[config.mk]
export PLATFORM = sky130hd
export DESIGN_NAME = trap_ctrl
export DESIGN_NICKNAME = d
export VERILOG_FILES = /design/src/rtl/trap_ctrl_pkg.sv /design/src/rtl/trap_prio_enc.sv /design/src/rtl/trap_ctrl.sv
export SDC_FILE = /design/constraint.sdc
export NUM_CORES = 1
export LEC_CHECK = 0
export BUFFER_PORTS_ARGS = -buffer_cell sky130_fd_sc_hd__buf_2
export CELL_PAD_IN_SITES_DETAIL_PLACEMENT = 1
export CELL_PAD_IN_SITES_GLOBAL_PLACEMENT = 2
export CORE_AREA = 2 2 139 141
export DETAILED_ROUTE_END_ITERATION = 10
export DIE_AREA = 0 0 141 143
export PLACE_DENSITY_LB_ADDON = 0.1
export SLEW_MARGIN = 30
export SYNTH_ARGS = -nofsm -noshare
export SYNTH_HDL_FRONTEND = slang
export SYNTH_SLANG_ARGS = --single-unit
[constraint.sdc]
create_clock -name clk -period 4.6 [get_ports clk]
set_clock_uncertainty 0.2 [all_clocks]
set_input_delay 0 -clock clk [delete_from_list [all_inputs] [get_ports clk]]
set_output_delay 0 -clock clk [all_outputs]
set_load 0.05 [all_outputs]
[src/rtl/trap_ctrl_pkg.sv]
// Shared trap definitions: excepttype codes, CSR bit indices, cause numbers,
// the latched event payload and the redirect-target helper.
package trap_ctrl_pkg;

  localparam int unsigned XLEN    = 32;
  localparam int unsigned EXC_W   = 6;
  localparam int unsigned CAUSE_W = 5;

  // excepttype codes presented to the CSR file
  localparam logic [XLEN-1:0] EXC_INT_EXT        = 32'h0000_0000;
  localparam logic [XLEN-1:0] EXC_ECALL          = 32'h0000_0001;
  localparam logic [XLEN-1:0] EXC_TRAP           = 32'h0000_0002;
  localparam logic [XLEN-1:0] EXC_INT_TIMER      = 32'h0000_0003;
  localparam logic [XLEN-1:0] EXC_OVERFLOW       = 32'h0000_0004;
  localparam logic [XLEN-1:0] EXC_INST_INVALID   = 32'h0000_0005;
  localparam logic [XLEN-1:0] EXC_LOAD_MISALIGN  = 32'h0000_0006;
  localparam logic [XLEN-1:0] EXC_STORE_MISALIGN = 32'h0000_0007;
  localparam logic [XLEN-1:0] EXC_MRET           = 32'hFFFF_FFFF;
  localparam logic [XLEN-1:0] EXC_NONE           = 32'h0000_00FF;

  // bit positions inside exc_code_i
  localparam int unsigned EXC_BIT_INST_INVALID   = 0;
  localparam int unsigned EXC_BIT_ECALL          = 1;
  localparam int unsigned EXC_BIT_TRAP           = 2;
  localparam int unsigned EXC_BIT_LOAD_MISALIGN  = 3;
  localparam int unsigned EXC_BIT_STORE_MISALIGN = 4;
  localparam int unsigned EXC_BIT_OVERFLOW       = 5;

  localparam int unsigned CSR_MSTATUS_MIE = 3;
  localparam int unsigned CSR_MIE_MTIE    = 7;
  localparam int unsigned CSR_MIE_MEIE    = 11;

  localparam logic [CAUSE_W-1:0] CAUSE_EXT   = 5'd11;
  localparam logic [CAUSE_W-1:0] CAUSE_TIMER = 5'd7;

  localparam logic [1:0] MTVEC_MODE_VECTORED = 2'b01;

  typedef enum logic [1:0] {
    ST_IDLE     = 2'd0,
    ST_COMMIT   = 2'd1,
    ST_REDIRECT = 2'd2
  } state_e;

  typedef struct packed {
    logic [XLEN-1:0]    code;
    logic [CAUSE_W-1:0] cause;
    logic               is_int;
    logic               is_mret;
  } trap_evt_t;

  // Redirect PC: mepc for mret, mtvec base otherwise, plus cause*4 for vectored interrupts.
  function automatic logic [XLEN-1:0] trap_target(
    input trap_evt_t       evt,
    input logic            vec_en,
    input logic [XLEN-1:0] mtvec,
    input logic [XLEN-1:0] mepc
  );
    logic [XLEN-1:0] base;
    logic [XLEN-1:0] target;
    base   = {mtvec[XLEN-1:2], 2'b00};
    target = base;
    if (evt.is_mret) begin
      target = mepc;
    end else if (evt.is_int && vec_en && (mtvec[1:0] == MTVEC_MODE_VECTORED)) begin
      target = base + (XLEN'(evt.cause) << 2);
    end
    return target;
  endfunction

endpackage

[src/rtl/trap_prio_enc.sv]
// Fixed-priority selection of one trap source; purely combinational.
module trap_prio_enc
  import trap_ctrl_pkg::*;
(
  input  logic               exc_valid_i,
  input  logic [EXC_W-1:0]   exc_code_i,
  input  logic               mret_i,
  input  logic               ext_int_i,
  input  logic               timer_int_i,
  input  logic               mstatus_mie_i,
  input  logic               meie_i,
  input  logic               mtie_i,
  output logic               valid_c,
  output logic [XLEN-1:0]    code_c,
  output logic [CAUSE_W-1:0] cause_c,
  output logic               is_int_c
);

  logic exc_hit;
  logic ext_ok;
  logic timer_ok;

  // Interrupts only compete when no exception or mret is committing.
  always_comb begin
    exc_hit  = exc_valid_i && (exc_code_i != '0);
    ext_ok   = ext_int_i && meie_i && mstatus_mie_i && !exc_hit && !mret_i;
    timer_ok = timer_int_i && mtie_i && mstatus_mie_i && !exc_hit && !mret_i;
  end

  always_comb begin
    valid_c  = 1'b0;
    code_c   = EXC_NONE;
    cause_c  = '0;
    is_int_c = 1'b0;
    if (exc_hit) begin
      valid_c = 1'b1;
      if (exc_code_i[EXC_BIT_INST_INVALID]) begin
        code_c = EXC_INST_INVALID;
      end else if (exc_code_i[EXC_BIT_ECALL]) begin
        code_c = EXC_ECALL;
      end else if (exc_code_i[EXC_BIT_TRAP]) begin
        code_c = EXC_TRAP;
      end else if (exc_code_i[EXC_BIT_LOAD_MISALIGN]) begin
        code_c = EXC_LOAD_MISALIGN;
      end else if (exc_code_i[EXC_BIT_STORE_MISALIGN]) begin
        code_c = EXC_STORE_MISALIGN;
      end else if (exc_code_i[EXC_BIT_OVERFLOW]) begin
        code_c = EXC_OVERFLOW;
      end
      cause_c = CAUSE_W'(code_c);
    end else if (mret_i) begin
      valid_c = 1'b1;
      code_c  = EXC_MRET;
    end else if (ext_ok) begin
      valid_c  = 1'b1;
      code_c   = EXC_INT_EXT;
      cause_c  = CAUSE_EXT;
      is_int_c = 1'b1;
    end else if (timer_ok) begin
      valid_c  = 1'b1;
      code_c   = EXC_INT_TIMER;
      cause_c  = CAUSE_TIMER;
      is_int_c = 1'b1;
    end
  end

endmodule

[src/rtl/trap_ctrl.sv]
// Trap sequencer: accepts one prioritised event, presents it to the CSR file
// for one cycle, then flushes the pipeline with the redirect PC.
module trap_ctrl
  import trap_ctrl_pkg::*;
#(
  parameter bit VECTORED_EN = 1'b1
) (
  input  logic             clk,
  input  logic             rst,
  input  logic             exc_valid_i,
  input  logic [EXC_W-1:0] exc_code_i,
  input  logic             mret_i,
  input  logic             ext_int_i,
  input  logic             timer_int_i,
  input  logic [XLEN-1:0]  inst_addr_i,
  input  logic             stall_i,
  input  logic [XLEN-1:0]  mstatus_i,
  input  logic [XLEN-1:0]  mie_i,
  input  logic [XLEN-1:0]  mtvec_i,
  input  logic [XLEN-1:0]  mepc_i,
  output logic [XLEN-1:0]  excepttype_o,
  output logic [XLEN-1:0]  current_inst_addr_o,
  output logic             flush_o,
  output logic [XLEN-1:0]  new_pc_o,
  output logic             busy_o
);

  state_e state_q, state_d;

  logic               enc_valid;
  logic [XLEN-1:0]    enc_code;
  logic [CAUSE_W-1:0] enc_cause;
  logic               enc_is_int;
  trap_evt_t          enc_evt;
  logic               accept;

  trap_evt_t       evt_q, evt_d;
  logic [XLEN-1:0] excepttype_q, excepttype_d;
  logic [XLEN-1:0] addr_q, addr_d;
  logic            flush_q, flush_d;
  logic [XLEN-1:0] new_pc_q, new_pc_d;
  logic            busy_q, busy_d;

  // Only MIE, MTIE and MEIE are consumed from the CSR words.
  logic unused_csr_bits;
  assign unused_csr_bits = ^{mstatus_i[XLEN-1:CSR_MSTATUS_MIE+1],
                             mstatus_i[CSR_MSTATUS_MIE-1:0],
                             mie_i[XLEN-1:CSR_MIE_MEIE+1],
                             mie_i[CSR_MIE_MEIE-1:CSR_MIE_MTIE+1],
                             mie_i[CSR_MIE_MTIE-1:0]};

  trap_prio_enc u_prio (
    .exc_valid_i   (exc_valid_i),
    .exc_code_i    (exc_code_i),
    .mret_i        (mret_i),
    .ext_int_i     (ext_int_i),
    .timer_int_i   (timer_int_i),
    .mstatus_mie_i (mstatus_i[CSR_MSTATUS_MIE]),
    .meie_i        (mie_i[CSR_MIE_MEIE]),
    .mtie_i        (mie_i[CSR_MIE_MTIE]),
    .valid_c       (enc_valid),
    .code_c        (enc_code),
    .cause_c       (enc_cause),
    .is_int_c      (enc_is_int)
  );

  always_comb begin
    enc_evt         = '0;
    enc_evt.code    = enc_code;
    enc_evt.cause   = enc_cause;
    enc_evt.is_int  = enc_is_int;
    enc_evt.is_mret = (enc_code == EXC_MRET);
    accept          = (state_q == ST_IDLE) && enc_valid && !stall_i;
  end

  always_ff @(posedge clk) begin
    if (rst) begin
      state_q <= ST_IDLE;
    end else begin
      state_q <= state_d;
    end
  end

  always_comb begin
    state_d = state_q;
    case (state_q)
      ST_IDLE:     if (accept) state_d = ST_COMMIT;
      ST_COMMIT:   state_d = ST_REDIRECT;
      ST_REDIRECT: if (!stall_i) state_d = ST_IDLE;
      default:     state_d = ST_IDLE;
    endcase
  end

  // Next values of the registered outputs; target is captured once and held through stalls.
  always_comb begin
    evt_d        = evt_q;
    excepttype_d = EXC_NONE;
    addr_d       = addr_q;
    flush_d      = 1'b0;
    new_pc_d     = new_pc_q;
    busy_d       = (state_d != ST_IDLE);
    case (state_q)
      ST_IDLE: begin
        if (accept) begin
          evt_d        = enc_evt;
          excepttype_d = enc_evt.code;
          addr_d       = inst_addr_i;
        end
      end
      ST_COMMIT: begin
        flush_d  = 1'b1;
        new_pc_d = trap_target(evt_q, VECTORED_EN, mtvec_i, mepc_i);
      end
      ST_REDIRECT: begin
        flush_d = stall_i;
      end
      default: begin
        flush_d = 1'b0;
      end
    endcase
  end

  always_ff @(posedge clk) begin
    if (rst) begin
      evt_q        <= '0;
      excepttype_q <= EXC_NONE;
      addr_q       <= '0;
      flush_q      <= 1'b0;
      new_pc_q     <= '0;
      busy_q       <= 1'b0;
    end else begin
      evt_q        <= evt_d;
      excepttype_q <= excepttype_d;
      addr_q       <= addr_d;
      flush_q      <= flush_d;
      new_pc_q     <= new_pc_d;
      busy_q       <= busy_d;
    end
  end

  assign excepttype_o        = excepttype_q;
  assign current_inst_addr_o = addr_q;
  assign flush_o             = flush_q;
  assign new_pc_o            = new_pc_q;
  assign busy_o              = busy_q;

endmodule

## Word level (Yosys, flattened, before mapping)

Index checks and enable logic that the tools add are counted.

- Register bits after elaboration: 107
- Input bits: 173

- $add $sub $neg: 1
- Equality and inequality tests: 4
- Multiplexer cells: 26
- Bitwise gates (word level): 2
- Reduce and logical (&&, ||, !) cells: 20

Operators by type and width:

| cell | number |
|---|---|
| $mux 32 | 10 |
| $add 32x7->32 | 1 |
| $eq 32x32->1 const B | 1 |
| $mux 8 | 2 |
| $mux 5 | 3 |
| $logic_and 1x1->1 | 12 |
| $mux 1 | 6 |
| $pmux 2 s3 | 1 |
| $reduce_bool 6->1 | 1 |
| $eq 2x1->1 const B | 2 |
| $mux 2 | 2 |
| $logic_not 1->1 | 3 |
| $mux 3 | 1 |
| $reduce_or 3->1 | 1 |
| $eq 2x2->1 const B | 1 |
| $logic_not 2->1 | 1 |
| $not 1->1 | 2 |
| $pmux 1 s2 | 1 |
| $reduce_and 2->1 | 1 |
| $reduce_bool 2->1 | 1 |

## Logic depth before layout (Yosys ltp)

Gate-level depths: netlist of the first run.

- Depth in word-level cells: 14
- Mapped depth: 9
- Mapped depth without buffers: 8

## Modules after synthesis

Synthesis of the first run repeated with hierarchy kept, for this count alone.

- Cell total of the unflattened synthesis: 572
- Area total of the unflattened synthesis: 5071.1 sq um

By module, submodules not included:

| module | instances | cells each | area each (sq um) | sequential area each (sq um) |
|---|---|---|---|---|
| trap_ctrl | 1 | 514 | 4670.7 | 2142.1 |
| trap_prio_enc | 1 | 58 | 400.4 | 0.0 |

## Worst setup path after synthesis of the first run

Ideal clock, no wire load.

- Kind: register -> register
- From: register evt_q[5] (netlist name)
- To: register new_pc_q[13], in the netlist new_pc_o[13]
- Library setup time: 126 ps
- Data arrival time: 1898 ps
- Path slack: 2376 ps
- Cell stages (with the launch flop): 8
- Buffers on the path: 1
- Period minus slack after synthesis: 2224 ps
- Cells stage by stage: dfxtp_1 > ha_1 > a21o_1 > a221oi_1 > buf_2 > inv_1 > a311oi_1 > o21ai_0

- Word-level cells in the longest chain between the ends: 3

RTL lines:

| item | RTL line | source |
|---|---|---|
| from (decl) | trap_ctrl.sv:37 | `trap_evt_t evt_q, evt_d;` |
| from (signal assigned) | trap_ctrl.sv:132 | `evt_q <= evt_d;` |
| $add 32x7->32 | trap_ctrl_pkg.sv:65 | `target = base + (XLEN'(evt.cause) << 2);` |
| $mux 32 | trap_ctrl_pkg.sv:64 | `end else if (evt.is_int && vec_en && (mtvec[1:0] == MTVEC_MODE_VECTORED)) begin` |
| $mux 32 | trap_ctrl_pkg.sv:62 | `if (evt.is_mret) begin` |
| to (signal assigned) | trap_ctrl.sv:136 | `new_pc_q <= new_pc_d;` |
| to (decl) | trap_ctrl.sv:41 | `logic [XLEN-1:0] new_pc_q, new_pc_d;` |

No other way between the ends.
A chain may end at the register's enable or synchronous reset.

## Worst setup path in the final report of the first run

- From: register state_q[1]
- To: register new_pc_q[22], in the netlist new_pc_o[22]

- Word-level cells in the longest chain between the ends: 1

RTL lines:

| item | RTL line | source |
|---|---|---|
| from (decl) | trap_ctrl.sv:28 | `state_e state_q, state_d;` |
| from (signal assigned) | trap_ctrl.sv:80 | `state_q <= state_d;` |
| $eq 2x1->1 | trap_ctrl.sv:102 | `case (state_q)` |

No other way between the ends.

==> results.cfg, run 1 <==
[routing]
postRouteAntennaNets = 0
wl_per_cell_um = 16.3
drt_iter0_drc = 130
wirelength_um = 17800
viasPerCell = 4.71
drc_errors = 0
drtPass1Iterations = 4
vias = 5157

[yosys]
synthMostInstantiatedCell = nand2_1
netlist_area_um2 = 4420
synth_top_area_frac = 0.363
synthDistinctLibCells = 64
ys.flop_type = dfxtp_1
synth_top_cell_by_area = dfxtp_1
async_flop_share = 0
synth_edf_count = 0
synth_nets = 736
ys_seq_elements = 80
synthTopCellsByCount = 96 x nand2_1, 80 x dfxtp_1, 45 x a21oi_1, 37 x nor2_1, 28 x buf_4
ys_warn_count = 0
synth.avg_cell_area_um2 = 7.98
synth_area_leaders = dfxtp_1 36%, nand2_1 8.2%, a21oi_1 5.1%
syn_inst = 553
ys_seq_area_frac = 0.363

[timing]
holdWs_ps = -16.6
tightest_slew_ps = 846
setup_tns_ps = 0
min_period_ps = 3640
setup_viol = 0
slew_violations = 0
hold_viol_final = 1
final_min_period_over_clock_period = 0.792
rsz0062_at_grt = false
clock.fmax_ghz = 0.274
slew_headroom = 0.435

[cts]
root_buffer = clkbuf_16
cts_htree_levels = 3
cts_sinks = 80
cts_resized = 0
clock_path_buffers = 2
cts_buffers = 9
clk_latency_ps = 350
clk_pin_slew_ps = 70
cts_tree = done

[floorplanning]
core_um2 = 18600
std_cell_rows = 50
die_h_um = 143
dieWidth_um = 141
start_util = 0.238
die-area_um2 = 20200
pin_count = 271

[pwr]
power.density_nw_per_um2 = 318
vdd_drop_max_mv = 0.172
p_leak_nw = 3.29

[placed_design]
portBuffers = 209
gp_congestion = 0.825
dpl_cell_area_um2 = 5470
hpwlAfterDp_um = 12100

[finish]
multi_input_area_um2 = 2430
drive_gt1_frac = 0.292
nFillCells = 2254
regArea_um2 = 1600
fin_area_um2 = 7140
finalNetCount = 1038
area_growth_pct = 61.7

[critical_path]
required_ps = 4690
crit_path_max_fanout = 22
worst-setup-path-type = flop to flop
cp-start-kind = flop
cp.arrival_ps = 3740
end_kind = flop

[global_route]
grt_max_degree = 54
grt_overflow_total = 0
grt_util_all_layers = 0.175
grt_pass1_vias = 5461
grt_pass1_wl_um = 27700
antenna_found_initial = 3

[outcome]
status = finished, violations left
violations = negative hold slack

[min_path]
min-delay-path-class = primary input to flop

[run]
cap_violations = 0
[worst max-delay path: stages (launching register included)]
cell           delay (ps)
dfxtp_1               350
inv_1                  90
ha_1                  170
buf_4                 300
nand2b_1              250
nor2_1                600
nand2_1               170
o32ai_1               240
dlygate4sd3_1         570
or2_2                  90
dlygate4sd3_1         530
[registers in the layout (all words and copies together) (netlist names)]
| register | cells |
|---|---|
| busy_o | 1 |
| current_inst_addr_o | 32 |
| evt_q | 7 |
| flush_o | 1 |
| excepttype_o | 5 |
| state_q | 2 |
| new_pc_o | 32 |
[cell type report]
class	count	area share
clock inverters	7	0.0109
flip-flops and latches	80	0.224
repair buffers	351	0.345
inverters	13	0.00684
multi-input cells	400	0.340
diodes	1	0.000351
clock buffers	9	0.0316
well taps	234	0.0410
[cell families after synthesis]
group / Yosys count / synth area share
buffers and inverters: 73 / 0.0921
adder cells (fa/ha/maj): 10 / 0.0300
XOR/XNOR: 8 / 0.0159
AO/OA/AOI/OAI: 143 / 0.220
flip-flops: 80 / 0.363
AND/OR/NAND/NOR: 228 / 0.254
multiplexers: 11 / 0.0249
[stage by stage]
step / util / hold WS [ps] / std cells / total power [mW] / worst slack (ps)
after global routing: 0.384 / 3.59 / 1095 / 2.39 / 656
after floorplan: - / -67.2 / 553 / 1.22 / 2380
after CTS: 0.384 / 5.09 / 1094 / 2.30 / 944
after detailed placement: 0.295 / 48.7 / 943 / 1.40 / 1690
final: 0.384 / -16.6 / 1095 / 2.27 / 957
after global placement: 0.294 / 40.5 / 942 / 1.39 / 1700
[power breakdown]
group          switching [mW]  internal, mW
logic                   0.447         0.264
clock network           0.347         0.429
registers              0.0318         0.749
[cells in the final DEF, fill, tap and decap left out, types with 12 or more instances in the layout]
| master | Yosys | layout |
|---|---|---|
| nor3_1 | 14 | 14 |
| nand3_1 | 12 | 12 |
| nand2_1 | 96 | 96 |
| o21ai_0 | 15 | 15 |
| dfxtp_1 | 80 | 80 |
| a21oi_1 | 45 | 45 |
| nor2_1 | 37 | 37 |
| a22oi_1 | 15 | 15 |
| buf_2 | 4 | 208 |
| inv_1 | 12 | 12 |
| dlygate4sd3_1 | 0 | 135 |
[metal layers]
| layer | vias to the layer above | GRT usage | routed length (um) |
|---|---|---|---|
| met1 | 2455 | 0.206 | 7900 |
| met2 | 131 | 0.316 | 8870 |
| li1 | 2547 | - | - |
| met4 | 2 | 0.0537 | 257 |
| met3 | 22 | 0.0396 | 774 |
| met5 | - | 0 | 18 |
[path summary, 6_finish.rpt]
check	startpoint	end	slack (ps)	cells past startpoint
setup / recovery	state_q[1]	new_pc_o[22]	960	10
setup reg to reg	state_q[1]	new_pc_o[22]	960	10
hold reg to reg	current_inst_addr_o[15]	current_inst_addr_o[15]	250	2
hold / removal	exc_code_i[1]	excepttype_o[30]	-20	4
[repair_timing]
item | CTS | global route
hold endpoints to repair | 79 | 0
hold buffers | 135 | 0
endpoints found under the setup margin | 0 | 0
setup buffers | 0 | 0
Note: power is estimated with default switching activity, not from simulation.
==> run 2, diff against run 1 <==
--- a/config.mk
+++ b/config.mk
@@ -8,9 +8,9 @@
 export BUFFER_PORTS_ARGS = -buffer_cell sky130_fd_sc_hd__buf_2
 export CELL_PAD_IN_SITES_DETAIL_PLACEMENT = 1
 export CELL_PAD_IN_SITES_GLOBAL_PLACEMENT = 2
-export CORE_AREA = 2 2 139 141
+export CORE_AREA = 2 2 145 147
 export DETAILED_ROUTE_END_ITERATION = 10
-export DIE_AREA = 0 0 141 143
+export DIE_AREA = 0 0 147 149
 export PLACE_DENSITY_LB_ADDON = 0.1
 export SLEW_MARGIN = 30
 export SYNTH_ARGS = -nofsm -noshare
==> constraint.sdc (replaced) <==
create_clock -name clk -period 3.6 [get_ports clk]
set_clock_uncertainty 0.2 [all_clocks]
set_input_delay 0 -clock clk [delete_from_list [all_inputs] [get_ports clk]]
set_output_delay 0 -clock clk [all_outputs]
set_load 0.05 [all_outputs]
==> run 2 against run 1 <==
The flow now finishes without violations; via count fell by 1.4%; fmax up 11%; global-route usage is 0.80 points lower; sequential share of layout area up 0.44 points; sequential power is 28% higher; cell count grew 2.1%; first-iteration DRC count stayed put; register-to-register slack got worse by 640 ps.
==> results.cfg, run 2 (synthesis gave the netlist of run 1 again) <==
[outcome]
status = finished clean

[routing]
wl_per_cell_um = 16.1
wirelength_um = 18000
drt_iter0_drc = 130
viasPerCell = 4.55
drc_errors = 0
postRouteAntennaNets = 0
drtPass1Iterations = 4
vias = 5083

[cts]
clk_pin_slew_ps = 70
cts_buffers = 9
cts_tree = done
cts_htree_levels = 3
root_buffer = clkbuf_16
clock_path_buffers = 2
cts_setup_buffers = 0
clk_latency_ps = 350
cts_sinks = 80

[placed_design]
portBuffers = 209
place_inst = 987
gp_congestion = 0.779
dp_slack_ps = 714
hpwlAfterDp_um = 12800

[critical_path]
critPathSlowestCell = ha_1
end_kind = flop
cp-start-kind = flop
crit_path_max_fanout = 16
required_ps = 3700
cp.arrival_ps = 3380
max_stage_delay_ps = 590
worst-setup-path-type = flop to flop
worstPathCellList = inv_1 > ha_1 > nand2b_1 > or2_2 > or4_1 > nand3_1 > dlygate4sd3_1

[pwr]
p_leak_nw = 3.17
vdd_drop_max_mv = 0.232
power.density_nw_per_um2 = 408
p_total_mw = 2.86

[global_route]
antenna_found_initial = 0
grt_util_all_layers = 0.167
grt_max_degree = 36
grt_pass1_wl_um = 29000
grt_pass1_vias = 5594
grt_overflow_total = 0

[floorplanning]
pin_count = 271
die-area_um2 = 21900
std_cell_rows = 53
core_um2 = 20600
dieWidth_um = 147
die_h_um = 149
start_util = 0.215

[timing]
tightest_slew_ps = 754
holdWs_ps = 12.1
hold_viol_final = 0
timing.final.ws_setup_ps = 315
slew_headroom = 0.497
slew_violations = 0
final_min_period_over_clock_period = 0.913
setup_viol = 0
setup_tns_ps = 0
clock.fmax_ghz = 0.304
rsz0062_at_grt = false
min_period_ps = 3290

[finish]
insertedDiodeCount = 0
area_growth_pct = 58.6
layout_common_cells = 209 x buf_2, 115 x dlygate4sd3_1, 96 x nand2_1
instances_no_fill = 1118
finalNetCount = 1021
final_common_cell = buf_2
drive_gt1_frac = 0.302

[min_path]
min-delay-path-class = primary input to flop

[run]
cap_violations = 0
[run 2: cell types whose count changed in the layout (fill, tap and decap cells not counted), sizes merged]
cell,previous run,this run
dlygate4sd3,135,115
buf,216,219
clkinvlp,0,3
inv,16,14
clkinv,3,2
diode,1,0
[run 2: worst paths after layout]
check,startpoint,end,cells past startpoint,slack [ps]
min,exc_code_i[1],evt_q[5],5,10
max,state_q[1],new_pc_o[26],7,310
min reg2reg,current_inst_addr_o[16],current_inst_addr_o[16],2,250
max reg2reg,state_q[1],new_pc_o[26],7,310
[run 2: critical path: cells and delay by family, from the launching register on]
family / cells / cell delay [ps]
simple gates: 4 / 1460
buf+inv: 2 / 640
fa+ha+maj: 1 / 590
flops: 1 / 360
[run 2: per-layer routing]
layer	part of all wire	track usage
met1	0.44	0.197
met3	0.046	0.0352
met4	0.017	0.0548
met2	0.50	0.301
met5	0	0
[run 2: timing repair]
action | in CTS | in global routing
hold buffers | 115 | 0
gates resized for setup | 0 | 2
setup endpoints to repair | 0 | 3
hold endpoints to repair | 78 | 0
[run 2: area by class of cell]
cell class	count	area, um^2
Timing Repair Buffer	334	2270
Clock inverter	7	78.8
Multi-Input combinational cell	400	2430
Inverter	13	48.8
Tap cell	275	344
Clock buffer	9	225
Sequential cell	80	1600
Fill cell	2517	13600
[run 2: where the power goes]
group          internal, mW  total (mW)  leakage, nW  switching [mW]
logic                 0.319       0.889         2.38           0.570
clock network         0.544       0.970        0.139           0.426
registers             0.957       0.999        0.654          0.0422
[run 2: metrics by stage]
stage | util | instance area (um^2)
final | 0.341 | 7000
after global routing | 0.341 | 7000
after CTS | 0.340 | 6990
after detailed placement | 0.269 | 5540
after global placement | 0.269 | 5540
after floorplan | - | 4420
==> run 3, diff against run 2 <==
--- a/config.mk
+++ b/config.mk
@@ -12,6 +12,7 @@
 export DETAILED_ROUTE_END_ITERATION = 10
 export DIE_AREA = 0 0 147 149
 export PLACE_DENSITY_LB_ADDON = 0.1
+export REMOVE_ABC_BUFFERS = 1
 export SLEW_MARGIN = 30
 export SYNTH_ARGS = -nofsm -noshare
 export SYNTH_HDL_FRONTEND = slang
==> constraint.sdc (replaced) <==
create_clock -name clk -period 3.39 [get_ports clk]
set_clock_uncertainty 0.2 [all_clocks]
set_input_delay 0 -clock clk [delete_from_list [all_inputs] [get_ports clk]]
set_output_delay 0 -clock clk [all_outputs]
set_load 0.05 [all_outputs]
==> run 3 against run 2 <==
Fmax increased by 1.9%; highest routed layer is now met5; critical path depth grew 3; clock-buffer cell count unchanged; cell count up 2.1%; sequential power rose by 6%; largest power group unchanged.
==> results.cfg, run 3 (synthesis gave the netlist of run 1 again) <==
[critical_path]
crit_start = evt_q[2]
cp-endpoint = new_pc_o[22]
cp-start-kind = flop
crit_path_max_fanout = 10
rr_worst_depth = 10
worstPathCellList = ha_1 > inv_1 > fa_2 > nor2b_2 > o31a_1 > buf_6 > o32ai_1 > dlygate4sd3_1 > or2_2 > dlygate4sd3_1
r2r-start = evt_q[2]
required_ps = 3420
cpMostUsedCell = dlygate4sd3_1
cp.arrival_ps = 3250
r2r-end = new_pc_o[22]
critPathSlowestCell = dlygate4sd3_1
end_kind = flop
worst-setup-path-type = flop to flop
max_stage_delay_ps = 570
regToRegSetupSlack_ps = 170

[global_route]
antenna_found_initial = 2
grt_pass1_wl_um = 28200
grt_overflow_total = 0
grt_max_degree = 45
grt_util_all_layers = 0.162
grt_pass1_vias = 5456

[routing]
wirelength_um = 18000
drc_errors = 0
viasPerCell = 4.53
vias = 5166
drt_iter0_drc = 115
drtPass1Iterations = 4
postRouteAntennaNets = 0
wl_per_cell_um = 15.8

[finish]
multi_input_area_um2 = 2460
nFillCells = 2496
instances_no_fill = 1141
finalNetCount = 1043
drive_gt1_frac = 0.309
fin_util = 0.354
layout_common_cells = 208 x buf_2, 132 x dlygate4sd3_1, 96 x nand2_1
area_growth_pct = 64.7
final_common_cell = buf_2
regArea_um2 = 1600
fin_area_um2 = 7270

[timing]
setup_viol = 0
hold_viol_final = 0
min_period_ps = 3220
clock.fmax_ghz = 0.310
holdWs_ps = 11.2
timing.final.ws_setup_ps = 165
final_min_period_over_clock_period = 0.951
tightest_slew_ps = 691
setup_tns_ps = 0
slew_headroom = 0.539
rsz0062_at_grt = true
slew_violations = 0

[floorplanning]
die-area_um2 = 21900
dieWidth_um = 147
pin_count = 271
die_h_um = 149
core_um2 = 20600
std_cell_rows = 53
start_util = 0.215

[cts]
cts_htree_levels = 3
cts_sinks = 80
clk_pin_slew_ps = 70
clock_path_buffers = 2
cts_buffers = 9
clk_latency_ps = 340
cts_tree = done
root_buffer = clkbuf_16

[placed_design]
portBuffers = 209
gp_congestion = 0.757
dpl_cell_area_um2 = 5560
dp_slack_ps = 771
hpwlAfterDp_um = 12500
place_inst = 989

[outcome]
status = finished clean

[pwr]
p_total_mw = 3.09
vdd_drop_max_mv = 0.215
power.density_nw_per_um2 = 425
p_leak_nw = 3.33

[run]
cap_violations = 0

[min_path]
min-delay-path-class = primary input to flop
==> run 3: layout make-up <==
cell class                      count  share of cell area
Timing Repair Buffer              356               0.344
Multi-Input combinational cell    400               0.339
Sequential cell                    80               0.220
Tap cell                          275              0.0473
Clock buffer                        9              0.0310
Clock inverter                      7              0.0117
Inverter                           13             0.00723
Antenna cell                        1            0.000344
==> run 3: worst max-delay path, delay by kind of cell (launching register included) <==
family          cells  cell delay [ps]
buf+inv             4             1350
compound gates      2              290
flops               1              340
fa+ha+maj           2              530
simple gates        2              400
==> run 3: per-layer routing <==
layer	track usage	share of wire	vias up
li1	-	-	2563
met1	0.188	0.42	2458
met2	0.303	0.51	133
met3	0.0434	0.059	10
met4	0.0303	0.0074	2
met5	0	0.00072	-
==> run 3: worst min-delay path by stage <==
| stage | endpoint | cells after the start | startpoint | slack [ps] |
|---|---|---|---|---|
| detailed placement | current_inst_addr_o[5] | 3 | inst_addr_i[5] | 50 |
| CTS | evt_q[4] | 5 | exc_code_i[1] | 3 |
| finish | evt_q[4] | 5 | exc_code_i[1] | 10 |
| global placement | new_pc_o[1] | 3 | mepc_i[1] | 40 |
| global route | evt_q[6] | 2 | rst | 60 |
| floorplan | current_inst_addr_o[14] | 1 | rst | -140 |
==> run 3: what timing repair did <==
action / in CTS / in global routing
hold buffers: 132 / 0
buffers inserted: 0 / 3
hold endpoints to repair: 78 / 0
endpoints found under the setup margin: 0 / 3
resized for setup: 0 / 11
==> run 3: power by group <==
part / switching, mW / internal (mW) / leakage [nW] / total (mW)
sequential: 0.0415 / 1.02 / 0.654 / 1.06
combinational: 0.610 / 0.365 / 2.52 / 0.975
clock: 0.468 / 0.588 / 0.153 / 1.06
